[config.mk]
export PLATFORM = sky130hd
export DESIGN_NAME = spi_mem_arbiter
export DESIGN_NICKNAME = d
export VERILOG_FILES = /design/src/rtl/spi_mem_arbiter.sv
export SDC_FILE = /design/constraint.sdc
export NUM_CORES = 1
export LEC_CHECK = 0
export CAP_MARGIN = 10
export CORE_MARGIN = 2
export CORE_UTILIZATION = 38
export CTS_BUF_LIST = sky130_fd_sc_hd__clkbuf_16
export DETAILED_ROUTE_END_ITERATION = 12
export PLACE_DENSITY = 0.65
export RECOVER_POWER = 25
export SYNTH_ARGS = -nofsm -noshare
export SYNTH_HDL_FRONTEND = slang
export SYNTH_SLANG_ARGS = --single-unit
[constraint.sdc]
create_clock -name clk -period 1.9 [get_ports clk]
set_clock_uncertainty 0.2 [all_clocks]
set_input_delay 0.285 -clock clk [delete_from_list [all_inputs] [get_ports clk]]
set_output_delay 0.285 -clock clk [all_outputs]
set_load 0.05 [all_outputs]
[src/rtl/spi_mem_arbiter.sv]
// Round-robin fetch/data arbiter serialising each access as one SPI RAM frame (cmd, 24-bit address, 16 data bits).
// Define SPI_MEM_WRITE_EN to enable data-port write frames; otherwise the block is read-only.
module spi_mem_arbiter #(
  parameter logic [7:0] CMD_READ  = 8'h03,
  parameter logic [7:0] CMD_WRITE = 8'h02
) (
  input  logic        clk,
  input  logic        rst_n,
  input  logic        f_req,
  input  logic [15:0] f_addr,
  output logic        f_ack,
  output logic [15:0] f_rdata,
  input  logic        d_req,
  input  logic        d_we,
  input  logic [15:0] d_addr,
  input  logic [15:0] d_wdata,
  output logic        d_ack,
  output logic [15:0] d_rdata,
  output logic        busy,
  output logic        spi_select,
  output logic        spi_clk,
  output logic        spi_mosi,
  input  logic        spi_miso,
  output logic [1:0]  dbg_state_o
);

  typedef enum logic [1:0] {IDLE = 2'd0, START = 2'd1, SHIFT = 2'd2, DONE = 2'd3} state_e;

`ifdef SPI_MEM_WRITE_EN
  localparam logic WR_EN = 1'b1;
`else
  localparam logic WR_EN = 1'b0;
  logic unused_wdata;
  assign unused_wdata = ^d_wdata;
`endif

  state_e      state_q;
  logic [6:0]  cnt_q;
  logic [47:0] sh_q;
  logic [15:0] rx_q;
  logic        gnt_q, we_q, last_q;
  logic        f_ack_q, d_ack_q, sel_q, sck_q, mosi_q;
  logic [15:0] f_rdata_q, d_rdata_q;

  // Grant decision and frame image; only consumed in IDLE. gnt/last: 1 = data port.
  logic        gnt_d, we_d, skip_d;
  logic [7:0]  cmd_d;
  logic [15:0] addr_d, wdat_d;
  logic [47:0] frame_d;

  always_comb begin
    gnt_d  = (f_req && d_req) ? ~last_q : d_req;
    we_d   = gnt_d & d_we;
    skip_d = we_d & ~WR_EN;
    addr_d = gnt_d ? d_addr : f_addr;
    cmd_d  = we_d ? CMD_WRITE : CMD_READ;
`ifdef SPI_MEM_WRITE_EN
    wdat_d = we_d ? d_wdata : 16'h0000;
`else
    wdat_d = 16'h0000;
`endif
    frame_d = {cmd_d, 7'b0, addr_d, 1'b0, wdat_d};
  end

  always_ff @(posedge clk or negedge rst_n) begin
    if (!rst_n) begin
      state_q   <= IDLE;
      cnt_q     <= '0;
      sh_q      <= '0;
      rx_q      <= '0;
      gnt_q     <= 1'b0;
      we_q      <= 1'b0;
      last_q    <= 1'b1;
      f_ack_q   <= 1'b0;
      d_ack_q   <= 1'b0;
      sel_q     <= 1'b0;
      sck_q     <= 1'b0;
      mosi_q    <= 1'b0;
      f_rdata_q <= '0;
      d_rdata_q <= '0;
    end else begin
      f_ack_q <= 1'b0;
      d_ack_q <= 1'b0;
      case (state_q)
        IDLE: begin
          sel_q  <= 1'b0;
          sck_q  <= 1'b0;
          mosi_q <= 1'b0;
          if (f_req || d_req) begin
            state_q <= START;
            gnt_q   <= gnt_d;
            we_q    <= we_d;
            last_q  <= gnt_d;
            sh_q    <= frame_d;
            sel_q   <= ~skip_d;
            mosi_q  <= skip_d ? 1'b0 : frame_d[47];
          end
        end
        START: begin
          cnt_q <= '0;
          // A write with the write path compiled out completes without touching the bus.
          if (we_q && !WR_EN) begin
            state_q <= DONE;
            d_ack_q <= 1'b1;
          end else begin
            state_q <= SHIFT;
          end
        end
        SHIFT: begin
          cnt_q <= cnt_q + 7'd1;
          if (!cnt_q[0]) begin
            sck_q <= 1'b1;
          end else begin
            sck_q  <= 1'b0;
            rx_q   <= {rx_q[14:0], spi_miso};
            sh_q   <= {sh_q[46:0], 1'b0};
            mosi_q <= sh_q[46];
            if (cnt_q == 7'd95) begin
              state_q <= DONE;
              sel_q   <= 1'b0;
              mosi_q  <= 1'b0;
              if (gnt_q) d_ack_q <= 1'b1;
              else       f_ack_q <= 1'b1;
              if (!we_q) begin
                if (gnt_q) d_rdata_q <= {rx_q[14:0], spi_miso};
                else       f_rdata_q <= {rx_q[14:0], spi_miso};
              end
            end
          end
        end
        DONE: state_q <= IDLE;
        default: state_q <= IDLE;
      endcase
    end
  end

  assign f_ack       = f_ack_q;
  assign d_ack       = d_ack_q;
  assign f_rdata     = f_rdata_q;
  assign d_rdata     = d_rdata_q;
  assign busy        = (state_q != IDLE);
  assign spi_select  = sel_q;
  assign spi_clk     = sck_q;
  assign spi_mosi    = mosi_q;
  assign dbg_state_o = state_q;

endmodule

; ---- Yosys cells after proc, flatten, opt, wreduce, memory -nomap -nowiden
; Index checks and enable logic that the tools add are counted.
[totals]
register_bits = 111
input_bits = 54
out_inout_bits = 40
[op_classes]
add_sub_neg = 1
eq_ne = 7
muxes = 30
bitwise_logic = 5
reduce_logical = 14
[op_table]
columns = op, n
row1 = $mux 47, 2
row2 = $pmux 47 s2, 1
row3 = $mux 1, 17
row4 = $mux 16, 1
row5 = $pmux 7 s2, 1
row6 = $reduce_and 5->1, 2
row7 = $reduce_and 3->1, 3
row8 = $pmux 1 s2, 4
row9 = $pmux 2 s4, 1
row10 = $add 7x1->7 const B, 1
row11 = $eq 7x7->1 const B, 1
row12 = $mux 2, 3
row13 = $ne 2x2->1 const B, 3
row14 = $reduce_and 2->1, 3
row15 = $reduce_bool 2->1, 3
row16 = $eq 2x2->1 const B, 2
row17 = $not 1->1, 4
row18 = $eq 2x1->1 const B, 1
row19 = $logic_not 2->1, 1
row20 = $and 1x1->1, 1
row21 = $logic_and 1x1->1, 1
row22 = $logic_or 1x1->1, 1

; ---- Depth between registers and ports, before layout
[logic_depth]
depth_word = 6
mapped_depth = 7
mapped_depth_nobuf = 5

; ---- Worst setup path after synthesis
; No wires, ideal clock.
[synth_path]
path_type = register -> register
startpoint = register state_q[0], in the netlist dbg_state_o[0]
endpoint = register sh_q[40]
setup_ps = 125
t_arrival_ps = 2059
required_ps = 1575
slack_ps = -484
path_stages_with_launch = 7
period_less_slack_ps = 2384
cell_sequence = dfrtp_1 inv_1 ha_1 buf_4 mux2i_1 nand2b_2 mux2_2
[synth_between]
elab_chain_cells = 3
[synth_rtl]
columns = item, line_no
row1 = from (decl), 37  ; state_e state_q;
row2 = from (signal assigned), 67  ; state_q <= IDLE;
row3 = from (signal assigned), 90  ; state_q <= START;
row4 = from (signal assigned), 103  ; state_q <= DONE;
row5 = $eq 2x2->1 or $logic_not 2->1 (tied branches), 84  ; case (state_q)
row6 = $ne 2x2->1 (no line) or $reduce_bool 2->1 (tied branches), --
row7 = $reduce_and 3->1 (no line), --
row8 = to (signal assigned), 94  ; sh_q <= frame_d;
row9 = to (signal assigned), 116  ; sh_q <= {sh_q[46:0], 1'b0};
row10 = to (decl), 39  ; logic [47:0] sh_q;
; Several ways; a longest one is shown, not always the timed one.
; A chain may end at the register's enable or synchronous reset.

; ---- Worst setup path after layout
[layout_path]
startpoint = register state_q[0], in the netlist dbg_state_o[0]
endpoint = output port busy
[layout_between]
elab_chain_cells = 1
[layout_rtl]
columns = item, line_no
row1 = $reduce_bool 2->1, 141  ; assign busy = (state_q != IDLE);
row2 = to (decl), 19  ; output logic busy,
; No other way between the ends.

==> flow_summary_export.csv <==
group,metric,value,unit
run_status,status,"complete, no violations",
global_routing,grt.overflow.total,0,
synthesis,synth_top_cell_area_share,0.5453,
routing,num_vias,3093,
worst_setup_path,critPathLaunch,"dbg_state_o[0]",
cts,worstSkewPairLatency,0.34,ns
cts,clock-sinks,94,
synthesis,dominantRegCellSynth,"dfrtp_1",
placement,hpwlAfterDp,6581,um
routing,drt_iter0_drc,124,
timing,fmax,0.5377,GHz
cts,cts_buffers,9,
synthesis,syn-instance-count,330,
timing,finalSetupViolations,0,
placement,dp.cells,561,
synthesis,yosysTopAreaCell,"dfrtp_1",
cts,path_clk_slew,0.07,ns
routing,postRouteAntennaNets,0,
synthesis,synth_commonest_cells,"dfrtp_1, mux2_2, o21ai_0, mux2_4, o211ai_1",
global_routing,grt_pass1_wl,14900,um
worst_setup_path,crit_path_max_incr_delay,0.43,ns
power,peakVddDrop,0.0004406,V
routing,vias_per_cell,5.269,
cts,cts_buffer_depth,2,
synthesis,yosysWarningCount,0,
timing,fin_ws,0.04012,ns
routing,wl,9183,um
placement,place_ws,-0.1608,ns
timing,timing.hold.ws,0.2794,ns
timing,rsz0062_at_grt,"yes",
cells_and_area,drive_gt1_frac,0.3803,
worst_setup_path,endpoint_kind,"output port",
cells_and_area,n_antenna_cell,0,
min_path,min_path_type,"flip-flop to flip-flop",
global_routing,first_global_vias,2985,
worst_setup_path,r2r-start,"dbg_state_o[0]",
worst_setup_path,setup.worst_path.start_class,"flip-flop",
cts,htree_levels,3,
die,num_rows,38,
worst_setup_path,arrival,1.37,ns
cts,cts_tree,"done",
min_path,min_from,"sh_q[32]",
die,io_pins,94,
timing,period_needed,1.860,ns
timing,worst_pin_slew,0.8251,ns
timing,fin_crit_sh,0.9789,
timing,hold_viol,0,
cts,cts_root_buf,"clkbuf_16",
synthesis,synth_fp_nets,388,
worst_setup_path,critPathSlowestCell,"dfrtp_2",
synthesis,synth_edf_count,0,
synthesis,synth.most_common_cell,"dfrtp_1",
worst_setup_path,cp.required,1.41,ns
synthesis,syn_area,4268,um^2
die,die_w,110.0,um
global_routing,antenna_found_initial,0,
power,p_per_area,699.2,nW/um^2
timing,slew_headroom,0.4500,
routing,avgRoutedWirePerCell,15.64,um
synthesis,synth-seq-area-share,0.5515,
worst_setup_path,critPathKind,"flip-flop to output port",
synthesis,ys_seq_elements,94,
die,die_h,110.0,um
synthesis,postSynth.asyncResetShare,1.000,
worst_setup_path,worstPathCellList,"inv_4 > ha_4 > buf_8 > clkinvlp_4 > buf_8",
cells_and_area,synthToLayoutAreaGrowth,35.30,%
synthesis,ys_types,44,
routing,dr.pass1.iters,4,
placement,gp_congestion,0.7660,
cells_and_area,instances_no_fill,587,
timing,finalMaxSlewViolations,0,
worst_setup_path,worstPathMaxFanout,5,
die,dieArea,12090,um^2
routing,drc,0,
die,start_util,0.3920,
power,p_leak,0.002768,uW
synthesis,synth.area.top_cells,"dfrtp_1, mux2_2, mux2_4",
global_routing,track_usage,0.1580,
synthesis,syn_avg_cell_area,12.93,um^2
flow_run,cap_violations,0,
global_routing,grt_max_degree,37,
power,finalPower,4037,uW
worst_setup_path,crit_top_cell,"buf_8",
die,fp.coreArea,10890,um^2
placement,portBuffers,77,
cells_and_area,nNetsFinal,500,
[layout by cell type, fill, tap and decap left out, types with 9 or more instances in the layout]
master / n
clkbuf_16: 9
dfrtp_1: 91
mux2_4: 20
nand4_1: 17
o21ai_0: 22
nand2_1: 13
mux2i_1: 17
a22o_1: 15
o211ai_1: 20
buf_4: 76
mux2_2: 28
clkdlybuf4s50_1: 36
[power breakdown]
group,total (uW),switching (uW),leakage [uW],internal (uW)
sequential,2040,18.1,0.00124,2020
combinational,216,95.7,0.00138,120
clock,1780,758,0.000148,1020
total,4040,872,0.00277,3170
[repair_timing]
action	in CTS	in global routing
resized for setup	4	5
endpoints found under the setup margin	4	64
hold buffers	1	0
pin swaps	0	1
hold endpoints to repair	30	0
setup buffers	7	2
[through the flow]
stage	instance area, um^2	setup TNS (ns)	utilization
floorplan	4384	-3.553	-
global placement	5369	-2.717	0.4931
detailed placement	5369	-3.983	0.4931
CTS	5744	0	0.5276
global route	5774	-0.05374	0.5303
finish	5774	0	0.5303
[routing by layer]
| metal | routed length (um) | share of wire | global-route usage | up-vias |
|---|---|---|---|---|
| met4 | 61 | 0.0066 | 0.04159 | 0 |
| met5 | 0 | 0 | 0 | - |
| li1 | - | - | - | 1460 |
| met2 | 4401 | 0.48 | 0.2520 | 97 |
| met1 | 4241 | 0.46 | 0.2173 | 1529 |
| met3 | 478 | 0.052 | 0.03645 | 7 |
[worst paths after layout]
check | cells after the start | slack (ns) | end
max in group asynchronous | 3 | 0.31 | sh_q[23]
max | 5 | 0.04 | busy
max reg2reg | 6 | 0.05 | f_rdata[11]
min reg2reg | 1 | 0.28 | sh_q[33]
min | 1 | 0.28 | sh_q[33]
min in group asynchronous | 2 | 0.37 | f_rdata[4]
[cells by family (layout without fill, tap and decap cells)]
kind of cell             after synthesis  after routing  synth area share
multiplexers                          66             66            0.1865
flip-flops                            94             94            0.5515
AND/OR/NAND/NOR                       62             62           0.08942
buffers and inverters                 30            147           0.03870
AO/OA/AOI/OAI                         74             74            0.1223
adder cells (fa/ha/maj)                4              4           0.01173
[cell type report]
| type | instances | area (um^2) |
|---|---|---|
| fill | 933 | 5114 |
| sequential | 94 | 2356 |
| multi-input combinational | 206 | 1826 |
| timing repair buffer | 123 | 1084 |
| clock buffer | 9 | 225.2 |
| tap | 140 | 175.2 |
| clock inverter | 7 | 72.57 |
| inverter | 8 | 36.28 |
[critical path, delay by kind of cell (launching register included)]
kind	cells	cell delay [ns]
fa+ha+maj	1	0.15
buf+inv	4	0.47
flops	1	0.43
[state kept, by name, summed over array words and instances (netlist names), 2 cells and up]
register     cells
f_rdata         16
rx_q            15
dbg_state_o      2
sh_q            30
cnt_q            7
d_rdata         16
Power figures use the tool's default switching activity.
